**src/rtl/pe_stream_fetch.sv**
```systemverilog
`default_nettype none
// ============================================================================
// Module      : pe_stream_fetch
// Description : Streaming operand fetch engine for one PE. Accepts a single
//               stream request (layer, filter k, filter/input enables), reads
//               the filter and activation header words from the PE-local
//               operand memory, then streams the filter words followed by the
//               activation words through a small skid FIFO to the multiplier
//               array under valid/ready back-pressure.
// Ports       : clk, rst               - clock, async active-high reset
//               req_*                  - request handshake and fields
//               mem_rd_en/addr/data    - operand memory read port (1-cycle latency)
//               out_valid/ready/data   - operand stream to the multiplier array
//               out_is_filter/out_last - word tag, final word of the request
//               done                   - one-cycle completion pulse
// Revision    : 1.0 - initial release
// ============================================================================
module pe_stream_fetch #(
   parameter int DATA_W       = 32,
   parameter int ADDR_W       = 16,
   parameter int NUM_LAYER    = 8,
   parameter int MAX_K        = 16,
   parameter int FLT_HDR_BASE = 0,
   parameter int ACT_HDR_BASE = 128,
   parameter int FIFO_DEPTH   = 4
) (
   input  logic                         clk,
   input  logic                         rst,
   input  logic                         req_valid,
   output logic                         req_ready,
   input  logic                         req_filter_en,
   input  logic                         req_input_en,
   input  logic [$clog2(MAX_K)-1:0]     req_filter_k,
   input  logic [$clog2(NUM_LAYER)-1:0] req_layer,
   output logic                         mem_rd_en,
   output logic [ADDR_W-1:0]            mem_rd_addr,
   input  logic [DATA_W-1:0]            mem_rd_data,
   output logic                         out_valid,
   input  logic                         out_ready,
   output logic [DATA_W-1:0]            out_data,
   output logic                         out_is_filter,
   output logic                         out_last,
   output logic                         done
);

   localparam int C_PTR_W = $clog2(FIFO_DEPTH);
   localparam int C_CNT_W = C_PTR_W + 1;
   localparam int C_K_W   = $clog2(MAX_K);
   localparam int C_L_W   = $clog2(NUM_LAYER);

   typedef enum logic [2:0] {
      S_IDLE   = 3'd0,
      S_F_HDR  = 3'd1,
      S_F_WAIT = 3'd2,
      S_F_STRM = 3'd3,
      S_A_HDR  = 3'd4,
      S_A_WAIT = 3'd5,
      S_A_STRM = 3'd6,
      S_DRAIN  = 3'd7
   } state_t;

   // ---------------------------------------------------------------- state
   state_t               r_state;
   state_t               w_state_n;
   logic [C_L_W-1:0]     r_layer;
   logic [C_K_W-1:0]     r_k;
   logic                 r_inp_en;
   logic [ADDR_W-1:0]    r_addr;
   logic [15:0]          r_remain;
   logic                 r_done;

   // One read can be in flight at a time (1-cycle memory latency).
   logic                 r_inf_valid;
   logic                 r_inf_flt;
   logic                 r_inf_last;
   logic                 r_inf_flt_fin;

   logic [DATA_W-1:0]    r_fifo_data [FIFO_DEPTH];
   logic [FIFO_DEPTH-1:0] r_fifo_flt;
   logic [FIFO_DEPTH-1:0] r_fifo_last;
   logic [C_PTR_W-1:0]   r_wptr;
   logic [C_PTR_W-1:0]   r_rptr;
   logic [C_CNT_W-1:0]   r_count;

   // Final filter word whose "last" status depends on a not-yet-read
   // activation count; resolved when the activation header returns.
   logic                 r_flt_pend;
   logic [C_PTR_W-1:0]   r_flt_idx;

   // ---------------------------------------------------------------- wires
   logic [15:0]          w_hdr_cnt;
   logic [ADDR_W-1:0]    w_hdr_start;
   logic [ADDR_W-1:0]    w_flt_hdr_addr;
   logic [ADDR_W-1:0]    w_act_hdr_addr;
   logic                 w_accept;
   logic                 w_push;
   logic                 w_pop;
   logic [C_CNT_W-1:0]   w_occ;
   logic                 w_credit;
   logic                 w_issue;
   logic                 w_drain_ok;
   logic                 w_fix_last;
   logic                 w_fix_head;

   assign w_hdr_cnt      = mem_rd_data[31:16];
   assign w_hdr_start    = ADDR_W'(mem_rd_data[15:0]);
   assign w_flt_hdr_addr = ADDR_W'(FLT_HDR_BASE) + ADDR_W'(r_layer) * ADDR_W'(MAX_K) + ADDR_W'(r_k);
   assign w_act_hdr_addr = ADDR_W'(ACT_HDR_BASE) + ADDR_W'(r_layer);

   assign req_ready  = (r_state == S_IDLE) && !rst;
   assign w_accept   = req_valid && req_ready;
   assign w_push     = r_inf_valid;
   assign out_valid  = (r_count != '0);
   assign w_pop      = out_valid && out_ready;

   // Credit counts the in-flight read so a full FIFO can never overflow.
   assign w_occ      = r_count + C_CNT_W'(r_inf_valid);
   assign w_credit   = (w_occ < C_CNT_W'(FIFO_DEPTH));

   assign w_drain_ok = !r_inf_valid &&
                       ((r_count == '0) || ((r_count == C_CNT_W'(1)) && w_pop));

   // Zero activation count: the last filter word becomes the request's last.
   assign w_fix_last = (r_state == S_A_WAIT) && (w_hdr_cnt == 16'd0) && r_flt_pend;
   assign w_fix_head = w_fix_last && (r_rptr == r_flt_idx);

   assign out_data      = out_valid ? r_fifo_data[r_rptr] : '0;
   assign out_is_filter = out_valid && r_fifo_flt[r_rptr];
   assign out_last      = out_valid && (r_fifo_last[r_rptr] || w_fix_head);
   assign done          = r_done;

   // ---------------------------------------------------------------- FSM comb
   always_comb begin
      w_state_n   = r_state;
      mem_rd_en   = 1'b0;
      mem_rd_addr = '0;
      w_issue     = 1'b0;
      case (r_state)
         S_IDLE: begin
            if (w_accept) begin
               if (req_filter_en)     w_state_n = S_F_HDR;
               else if (req_input_en) w_state_n = S_A_HDR;
               else                   w_state_n = S_DRAIN;
            end
         end
         S_F_HDR: begin
            mem_rd_en   = 1'b1;
            mem_rd_addr = w_flt_hdr_addr;
            w_state_n   = S_F_WAIT;
         end
         S_F_WAIT: begin
            if (w_hdr_cnt == 16'd0) w_state_n = r_inp_en ? S_A_HDR : S_DRAIN;
            else                    w_state_n = S_F_STRM;
         end
         S_F_STRM: begin
            if (w_credit) begin
               mem_rd_en   = 1'b1;
               mem_rd_addr = r_addr;
               w_issue     = 1'b1;
               if (r_remain == 16'd1) w_state_n = r_inp_en ? S_A_HDR : S_DRAIN;
            end
         end
         S_A_HDR: begin
            mem_rd_en   = 1'b1;
            mem_rd_addr = w_act_hdr_addr;
            w_state_n   = S_A_WAIT;
         end
         S_A_WAIT: begin
            if (w_hdr_cnt == 16'd0) w_state_n = S_DRAIN;
            else                    w_state_n = S_A_STRM;
         end
         S_A_STRM: begin
            if (w_credit) begin
               mem_rd_en   = 1'b1;
               mem_rd_addr = r_addr;
               w_issue     = 1'b1;
               if (r_remain == 16'd1) w_state_n = S_DRAIN;
            end
         end
         S_DRAIN: begin
            if (w_drain_ok) w_state_n = S_IDLE;
         end
         default: w_state_n = S_IDLE;
      endcase
   end

   // ---------------------------------------------------------------- control
   always_ff @(posedge clk or posedge rst) begin
      if (rst) begin
         r_state       <= S_IDLE;
         r_layer       <= '0;
         r_k           <= '0;
         r_inp_en      <= 1'b0;
         r_addr        <= '0;
         r_remain      <= '0;
         r_done        <= 1'b0;
         r_inf_valid   <= 1'b0;
         r_inf_flt     <= 1'b0;
         r_inf_last    <= 1'b0;
         r_inf_flt_fin <= 1'b0;
      end else begin
         r_state <= w_state_n;
         r_done  <= (r_state == S_DRAIN) && w_drain_ok;
         if (w_accept) begin
            r_layer  <= req_layer;
            r_k      <= req_filter_k;
            r_inp_en <= req_input_en;
         end
         if ((r_state == S_F_WAIT) || (r_state == S_A_WAIT)) begin
            r_addr   <= w_hdr_start;
            r_remain <= w_hdr_cnt;
         end else if (w_issue) begin
            r_addr   <= r_addr + ADDR_W'(1);
            r_remain <= r_remain - 16'd1;
         end
         r_inf_valid   <= w_issue;
         r_inf_flt     <= (r_state == S_F_STRM);
         // Filter-final word is known last only when no activation phase follows.
         r_inf_last    <= w_issue && (r_remain == 16'd1) &&
                          ((r_state == S_A_STRM) || !r_inp_en);
         r_inf_flt_fin <= w_issue && (r_remain == 16'd1) &&
                          (r_state == S_F_STRM) && r_inp_en;
      end
   end

   // ---------------------------------------------------------------- FIFO
   always_ff @(posedge clk or posedge rst) begin
      if (rst) begin
         for (int i = 0; i < FIFO_DEPTH; i++) r_fifo_data[i] <= '0;
         r_fifo_flt  <= '0;
         r_fifo_last <= '0;
         r_wptr      <= '0;
         r_rptr      <= '0;
         r_count     <= '0;
         r_flt_pend  <= 1'b0;
         r_flt_idx   <= '0;
      end else begin
         if (w_push) begin
            r_fifo_data[r_wptr] <= mem_rd_data;
            r_fifo_flt[r_wptr]  <= r_inf_flt;
            r_fifo_last[r_wptr] <= r_inf_last;
            r_wptr              <= r_wptr + C_PTR_W'(1);
            if (r_inf_flt_fin) begin
               r_flt_pend <= 1'b1;
               r_flt_idx  <= r_wptr;
            end
         end
         // No push can occur in A_WAIT, so this never collides with a write.
         if (w_fix_last) r_fifo_last[r_flt_idx] <= 1'b1;
         if (w_pop) r_rptr <= r_rptr + C_PTR_W'(1);
         case ({w_push, w_pop})
            2'b10:   r_count <= r_count + C_CNT_W'(1);
            2'b01:   r_count <= r_count - C_CNT_W'(1);
            default: r_count <= r_count;
         endcase
         if (w_accept) r_flt_pend <= 1'b0;
      end
   end

endmodule
`default_nettype wire

```
**config.mk**
```make
export PLATFORM = sky130hd
export DESIGN_NAME = pe_stream_fetch
export DESIGN_NICKNAME = d
export VERILOG_FILES = /design/src/rtl/pe_stream_fetch.sv
export SDC_FILE = /design/constraint.sdc
export NUM_CORES = 1
export LEC_CHECK = 0
export ABC_AREA = 1
export CORE_MARGIN = 1.5
export CORE_UTILIZATION = 53
export DETAILED_ROUTE_END_ITERATION = 10
export MAX_ROUTING_LAYER = met4
export PLACE_DENSITY = 0.71
export SLEW_MARGIN = 20
export SYNTH_ARGS = -nofsm -noshare
export SYNTH_HDL_FRONTEND = slang
export SYNTH_SLANG_ARGS = --single-unit
export TNS_END_PERCENT = 10
```
**constraint.sdc**
```tcl
create_clock -name clk -period 7.47 [get_ports clk]
set_input_delay 1.494 -clock clk [delete_from_list [all_inputs] [get_ports clk]]
set_output_delay 1.494 -clock clk [all_outputs]
set_load 0.1 [all_outputs]
```
==> results of run 1 <==
[path summary, 6_finish.rpt]
| kind | from | endpoint | depth (start not counted) |
|---|---|---|---|
| max | mem_rd_data[28] | out_last | 9 |
| min | r_fifo_data[77] | r_fifo_data[77] | 2 |
| max reg2reg | r_count[0] | r_count[2] | 13 |
| min reg2reg | r_fifo_data[77] | r_fifo_data[77] | 2 |
| max in group asynchronous | rst | r_fifo_data[76] | 3 |
| min in group asynchronous | rst | r_state[1] | 2 |
[sequential cells by signal, summed over array words and instances, names as in the netlist, 3 cells and up]
signal,count
r_fifo_flt,4
r_count,3
r_k,4
r_fifo_data,128
r_state,3
r_remain,16
r_layer,3
r_fifo_last,4
r_addr,16
[logic make-up after synthesis]
family          after synthesis  share of synthesized area (%)
fa+ha+maj                    12                           1.53
mux                           3                          0.307
xor+xnor                     18                           1.61
buf+inv                     177                           7.84
simple gates                545                           22.3
compound gates              301                           16.8
flops                       194                           49.6
[final cells by class]
cell class,instances,area [um2]
diodes,1,2.50
well taps,229,287
flip-flops and latches,194,4860
inverters,111,433
clock buffers,18,439
clock inverters,14,174
repair buffers,107,1050
multi-input cells,879,4180
fillers,1605,6600
[layout by cell type (no fill, tap or decap), types with 2 or more instances in the layout]
cell type | synthesis | routed
nand2_1 | 278 | 274
o21ai_0 | 226 | 226
nor2_1 | 200 | 199
dfrtp_1 | 194 | 193
inv_1 | 101 | 100
clkdlybuf4s50_1 | 0 | 98
nand3_1 | 40 | 40
a21oi_1 | 40 | 40
clkbuf_16 | 0 | 17
xor2_1 | 14 | 14
ha_1 | 12 | 12
buf_4 | 5 | 9
nand2_2 | 4 | 8
o22ai_1 | 8 | 8
o221ai_2 | 8 | 8
nor3_1 | 8 | 8
inv_2 | 8 | 7
nand4_1 | 6 | 6
o221ai_1 | 6 | 6
inv_6 | 1 | 5
o211ai_1 | 5 | 5
o21ai_1 | 5 | 5
nor2_2 | 3 | 4
xnor2_1 | 4 | 4
mux2i_1 | 3 | 3
inv_8 | 0 | 3
clkinvlp_4 | 0 | 3
nand2_4 | 2 | 2
bufinv_16 | 0 | 2
clkinv_4 | 0 | 2
[layer usage]
layer	track usage, %	vias to the layer above	share of wire [%]
met5	-	-	0
met4	8.50	0	1.7
met3	3.00	32	3.9
met2	39.8	218	45
met1	39.2	4022	49
li1	-	4160	-
[metrics by stage]
| stage | hold slack [ns] | utilization [%] | std cells |
|---|---|---|---|
| 2_1_floorplan | 0.448 | - | 1250 |
| 3_3_place_gp | 0.460 | 60.0 | 1520 |
| 3_5_place_dp | 0.467 | 60.0 | 1520 |
| 4_1_cts | 0.485 | 63.4 | 1552 |
| 5_1_grt | 0.502 | 63.4 | 1552 |
| 6_report | 0.481 | 63.4 | 1553 |
[critical path, stage by stage]
cell and delay, ns:
clkdlybuf4s50_1 0.46, nor2_1 0.12, nand2_1 0.06, nor2_1 0.27, nand2_1 0.12, nor2_1 0.20
a31oi_1 0.12, nor2_1 0.12, clkdlybuf4s50_1 1.17
==> key figures, run 1 <==
Synthesis
  • Cell with the most instances after synthesis: nand2_1
  • Post-synth EDFFs: 0
  • Mapped Area: approximately 10000 um2
  • Largest cells by area after synthesis: dfrtp_1, o21ai_0, nand2_1
  • Synth area leader: dfrtp_1
  • Synthesized instance count: around 1.3k
  • Area share of the largest cell type after synthesis: between 40% and 50%
  • YS warnings: 0
  • Synth unique cells: 36
  • Post-synth top cells: nand2_1, o21ai_0, nor2_1, dfrtp_1, inv_1
  • Post-synthesis sequential area ratio: approximately half
  • Avg Synthesized Cell Area: around 7.8 um2
  • Post-synth ARST share: 100%
  • Top_reg_cell synth: dfrtp_1
  • Net Count, Synth: roughly 1.3k
  • FF+latch count, synth: just under 200

Routing
  • Vias per cell: between 5 and 6
  • ANT nets after route: 0
  • Wire length per cell: about 16 um
  • Drt pass-1 iters: 6
  • Initial DRC Count: about 700
  • Final WL: ~25000 um
  • Via count: roughly 8.4k
  • Drc violations: 0

Worst hold path
  • Hold Crit Class: flop to flop

CTS
  • Hold Buf Count CTS: 0
  • Clk_lat worst skew: 0.43 ns
  • CTS max path bufs: 2
  • Setup Buffers After CTS: 0
  • H-tree Lvls: 4
  • CTS tree: done
  • PostCTS Resize Cnt: 0
  • CTS root buffer: clkbuf_16
  • CTS clock-pin slew for the worst setup and hold paths: around 0.07 ns
  • TritonCTS Buffers: 17
  • CTS Sinks: 194

Placed design
  • PortBufs: 98
  • Post-place setup slack: 1.90 ns
  • Placed cell area: around 11000 um2
  • Placer Congestion: just under 0.9
  • HPWL after DPL: 15200 um

Floorplan
  • Die area: ~19000 um2
  • Die H: roughly 140 um
  • Initial Utilization: a little over half
  • Die outline width: 139 um
  • Core outline area: 18000 um2
  • Std-Cell Rows: 49
  • I/O pin cnt: between 90 and 100

Timing
  • Slew HR: roughly a third
  • Accumulated negative setup slack: 0 ns
  • Worst Skew: around 0.0072 ns
  • Slew Limit Fails: 0
  • RSZ-0062 raised after global routing: false
  • Period utilisation layout: 75.4%
  • F_max: between 150 and 200 MHz
  • Slew @ Worst Pin: 1.01 ns
  • Fin. Hold Viols: 0
  • Crit path time final: approximately 5.6 ns
  • Endpoints failing setup: 0
  • Setup ws final: ~1.8 ns

Outcome
  • Outcome: finished, final reports clean

Layout
  • Fin area: 11400 um2
  • Layout cells sized above 1: slightly above 6%
  • Nets: approximately 1.4k
  • Layout area overhead: 16.6%

Global route
  • Vias in the first global route: 7854
  • Global-route wire length before repair: about 40000 um
  • Gr ovfl total: 0
  • GRT Util Overall: between 20% and 30%
  • Initial antenna violation count: 0
  • Largest net degree at the start of global routing: approximately 130

Worst setup path
  • CP Max Fanout: 3
  • CP Class: input pin to primary output
  • Reg-to-reg setup timing slack: around 5 ns
  • Setup crit start kind: input pin
  • Worst Path Required: around 6.0 ns
  • Worst path arrival time: 4.14 ns
  • Worst Setup End Kind: primary output

Run
  • Max-cap check violation count: 0
Power of run 1 is left out: the tool's default activity adds up to more than one toggle a clock period on the data nets, which glitch-free logic cannot reach.
==> inputs of run 2 (changes only) <==
==> constraint.sdc (replaced) <==
create_clock -name clk -period 5.7 [get_ports clk]
set_input_delay 1.14 -clock clk [delete_from_list [all_inputs] [get_ports clk]]
set_output_delay 1.14 -clock clk [all_outputs]
set_load 0.1 [all_outputs]
==> key figures, run 2 (synthesized netlist as in run 1, its figures left out) <==
Worst setup path
  • CP Max Fanout: 31
  • Setup crit start kind: flop
  • Worst Setup End Kind: primary output
  • CP Class: flop to primary output
  • R2R depth: 13
  • Worst Path Required: between 4 and 5 ns
  • Worst path arrival time: ~3.5 ns

CTS
  • CTS Sinks: ~190
  • CTS clock-pin slew for the worst setup and hold paths: around 0.07 ns
  • TritonCTS Buffers: 17
  • CTS max path bufs: 2
  • H-tree Lvls: 4
  • Clk_lat worst skew: between 0.4 and 0.5 ns
  • PostCTS Resize Cnt: 0
  • Setup Buffers After CTS: 0
  • CTS tree: done
  • Hold Buf Count CTS: 0
  • CTS root buffer: clkbuf_16

Global route
  • GRT Util Overall: between 20 and 30%
  • Largest net degree at the start of global routing: about 200
  • Global-route wire length before repair: between 40000 and 50000 um
  • Gr ovfl total: 0
  • Initial antenna violation count: 0
  • Vias in the first global route: 8016

Timing
  • Crit path time final: approximately 4.6 ns
  • Setup ws final: 1.06 ns
  • Endpoints failing setup: 0
  • Hold WS: about 0.48 ns
  • Worst Skew: approximately 0.01 ns
  • F_max: roughly 220 MHz
  • Period utilisation layout: 81.4%
  • Accumulated negative setup slack: 0 ns
  • Slew @ Worst Pin: 0.982 ns
  • Slew Limit Fails: 0
  • RSZ-0062 raised after global routing: false
  • Slew HR: about 34%
  • Fin. Hold Viols: 0

Layout
  • Largest Register: r_fifo_data
  • Ant diodes: 0
  • Nets: between 1k and 1.5k
  • Max reg flops: about 130
  • Layout area overhead: 15.7%
  • Largest registers: r_fifo_data x128, r_addr x16, r_remain x16
  • Most frequent cells in the layout: nand2_1, o21ai_0, nor2_1
  • Commonest non-fill, non-tap cell in the layout: nand2_1
  • Layout cells sized above 1: 8.62%
  • Non-filler cells, final: 1551

Outcome
  • Outcome: finished, final reports clean

Floorplan
  • Std-Cell Rows: 49
  • Die outline width: ~140 um
  • I/O pin cnt: between 90 and 100
  • Initial Utilization: a little over half
  • Core outline area: around 18000 um2
  • Die H: 139 um
  • Die area: approximately 19000 um2

Routing
  • Drc violations: 0
  • Wire length per cell: around 16 um
  • Vias per cell: 5.53
  • ANT nets after route: 0
  • Drt pass-1 iters: 5
  • Via count: 8570
  • Initial DRC Count: 727
  • Final WL: 25100 um

Placed design
  • Placed insts: approximately 1.5k
  • HPWL after DPL: roughly 15000 um
  • PortBufs: 98
  • Post-place setup slack: around 1.6 ns
  • Placer Congestion: 0.881

Worst hold path
  • Hold depth: 2
  • Hold Crit Class: flop to flop

Run
  • Max-cap check violation count: 0
[run 2: cell count changes in the layout (fill, tap and decap cells not counted), sizes merged]
cell           before  now
clkinvlp            3    5
diode               1    0
clkinv              4    3
buf                 9   43
clkbuf             18   19
bufinv              2    1
inv               116  114
clkdlybuf4s50      98   64
[run 2: metal layers]
metal  vias to the layer above  part of all wire [%]  track usage (%)
li1                       4155                     -                -
met1                      4139                    47             39.1
met2                       244                    45             41.2
met3                        32                   5.8             4.07
met4                         0                   1.5             7.79
met5                         -                     0                -
[run 2: final timing paths]
check / from / endpoint / slack, ns
hold / removal: r_fifo_data[13] / r_fifo_data[13] / 0.48
max in group asynchronous: rst / r_addr[2] / 3.54
setup reg to reg: r_count[0] / r_count[2] / 3.26
setup / recovery: r_inf_valid / mem_rd_addr[0] / 1.06
hold reg to reg: r_fifo_data[13] / r_fifo_data[13] / 0.48
min in group asynchronous: rst / done / 1.23
[run 2: layout make-up]
class                           count  area, um2
Clock inverter                     12        120
Inverter                          111        429
Multi-Input combinational cell    879       4190
Sequential cell                   194       4860
Timing Repair Buffer              107        996
Clock buffer                       19        453
Tap cell                          229        287
Fill cell                        1648       6700
[run 2: through the flow]
stage | util, % | cell area (um2)
after floorplan | - | 9800
after global placement | 59.5 | 10700
after detailed placement | 59.5 | 10700
after CTS | 62.7 | 11300
after global routing | 62.9 | 11300
final | 62.9 | 11300
[run 2: worst max-delay path: stages, from the launching register on]
cell	delay (ns)
dfrtp_1	0.63
nand4_1	0.19
nand2_1	0.17
nand2_4	0.20
inv_2	0.49
nand2_2	0.09
o211ai_1	0.12
clkdlybuf4s50_1	1.16
Power of run 2 is left out for the same reason.
==> RTL change (flow settings as in run 2) <==
Make the reset (`rst`) synchronous in 2 clocked blocks. Comments in the files are not updated.
--- a/src/rtl/pe_stream_fetch.sv
+++ b/src/rtl/pe_stream_fetch.sv
@@ -185,7 +185,7 @@
    end
 
    // ---------------------------------------------------------------- control
-   always_ff @(posedge clk or posedge rst) begin
+   always_ff @(posedge clk) begin
       if (rst) begin
          r_state       <= S_IDLE;
          r_layer       <= '0;
@@ -224,7 +224,7 @@
    end
 
    // ---------------------------------------------------------------- FIFO
-   always_ff @(posedge clk or posedge rst) begin
+   always_ff @(posedge clk) begin
       if (rst) begin
          for (int i = 0; i < FIFO_DEPTH; i++) r_fifo_data[i] <= '0;
          r_fifo_flt  <= '0;
Function: differs if rst is asserted again (counterexample within 4 cycles, from zero or initial values and one cycle with rst high); with rst held inactive, the same outputs for 4 cycles.
==> RTL change against run 2 <==
Sequential cell count is 2 higher. Worst hold slack worse by 0.020 ns. Largest cell class unchanged. Setup slack gained 0.039 ns. Cell area shrank 1.2%. Clock skew is essentially flat. Fmax up 0.86%. Count of clock-buffer cells in the layout down 1. Wire length is 3.8% lower. Synthesized area fell by 2.0%.
==> RTL change: results (changes against run 2) <==
| Metric | Value |
|---|---|
| Worst Hold Path EP | `r_fifo_flt[1]` |
| Hold Path Cell Cnt | `2 (unchanged)` |
| R2R Path End | `r_fifo_data[0][13]` |
| Largest net degree at the start of global routing | `65 (-67%)` |
| CP Data Arrival Time | `3.46 ns (-0.04 ns)` |
| Synth top cells by count | `nor2_1, nand2_1, edfxtp_1` |
| Run status | `completed` |
| Global-route wire length before repair | `37.5 mm (-9.3%)` |
| Worst-case clock skew | `0.00949 ns (-0.000297 ns)` |
| Slew margin rel. | `32.8% (-1.5 points)` |
| Predominant post-synthesis flop cell | `edfxtp_1` |
| Worst-path fanout max | `29 (-6.5%)` |
| Final Wtd Congestion | `0.883 (+0.28%)` |
| Post-Syn Nets | `1216 (-7.0%)` |
| Asr flop ratio synth | `0% (-100 points)` |
| Slowest-stage cell, CP | `clkdlybuf4s50_1` |
| Post-CTS repair timing setup buffer count | `0 (unchanged)` |
| Nets | `1292 (-5.5%)` |
| Initial DRC Count | `585 (-20%)` |
| Sequential share of the synthesized area | `54.2% (+4.7 points)` |
| Via count | `7923 (-7.5%)` |
| WL final | `24.1 mm (-3.8%)` |
| Root buffer cell | `clkbuf_16` |
| Global Route Usage Sum | `27.0% (-0.47 points)` |
| R2R cell count | `7 (-6)` |
| Share of cells above drive strength 1 | `8.41% (-0.21 points)` |
| Worst R2R Start | `r_inf_valid` |
| Top post-synthesis cells by area | `edfxtp_1, dfxtp_1, nor2_1` |
| Count of different cell masters after synthesis | `42 (+17%)` |
| Internal reg-to-reg setup slack | `2.93 ns (-0.33 ns)` |
| Hold Startpoint | `r_fifo_flt[1]` |
| Post-DP HPWL | `15.8 mm (+2.5%)` |
| Antenna cells | `0 (unchanged)` |
| Initial antenna violation count | `0 (unchanged)` |
| Post-synth EDFFs | `128 (+128)` |
| PostCTS Resize Cnt | `0 (unchanged)` |
| Number of global-route vias before repair | `7375 (-8.0%)` |
-- RTL change: changes by cell type after synthesis, moves of 14 or more --
cell,change
dfxtp_1,+68
nand2_1,-144
o21ai_0,-125
nand3_1,+14
buf_2,-16
edfxtp_1,+128
dfrtp_1,-194
a21oi_1,+31
nor2_1,+137
-- RTL change: final cells by class --
class,count,area (µm²)
clock inverter,14,126
clock buffer,18,429
multi-input combinational,796,3710
fill,1551,6650
sequential,196,5210
inverter,112,425
timing repair buffer,112,1000
tap,229,287
-- RTL change: cell families after synthesis --
group | count (synthesis) | share of synthesized area, %
adders and majority gates | 12 | 1.56
muxes | 2 | 0.209
and+or+nand+nor | 559 | 23.9
buffers and inverters | 167 | 7.11
DFF | 196 | 54.2
AOI/OAI and AO/OA | 208 | 11.7
xor gates and xnor gates | 15 | 1.37
-- RTL change: worst max-delay path by stage --
stage                     slack, ns        endpoint  cells past startpoint       startpoint
final                          1.10  mem_rd_addr[0]                      7      r_inf_valid
after global routing           0.96  mem_rd_addr[0]                      7      r_inf_valid
after CTS                      1.13  mem_rd_addr[2]                      7      r_inf_valid
after detailed placement       1.52        out_last                      9  mem_rd_data[16]
after global placement         1.53        out_last                      9  mem_rd_data[16]
after floorplan                1.28        out_last                      7  mem_rd_data[18]
-- RTL change: per-stage QoR --
| step | hold slack (ns) | cells | setup slack, ns | instance area [µm²] |
|---|---|---|---|---|
| 3_3_place_gp | 0.451 | 1445 | 1.53 | 10600 |
| 4_1_cts | 0.465 | 1477 | 1.13 | 11200 |
| 6_report | 0.461 | 1477 | 1.10 | 11200 |
| 2_1_floorplan | 0.432 | 1159 | 1.28 | 9600 |
| 3_5_place_dp | 0.455 | 1445 | 1.52 | 10600 |
| 5_1_grt | 0.491 | 1477 | 0.962 | 11200 |
-- RTL change: worst min-delay path, stage by stage, from the launching register on --
cell and delay (ns):
dfxtp_1 0.31, nand2_1 0.06, a21oi_1 0.05
-- RTL change: report_power, final --
part	internal (µW)	switching [µW]
registers	1710	138
logic	595	1890
clock network	607	537
total	2910	2570
-- RTL change: metal layers --
| metal | part of all wire (%) | vias up | GRT usage, % | wire [µm] |
|---|---|---|---|---|
| met5 | 0 | - | - | 0 |
| met4 | 2.4 | 0 | 10.3 | 583 |
| met3 | 5.2 | 35 | 3.57 | 1260 |
| met2 | 47 | 244 | 42.6 | 11300 |
| met1 | 46 | 3675 | 35.6 | 11000 |
| li1 | - | 3969 | - | - |
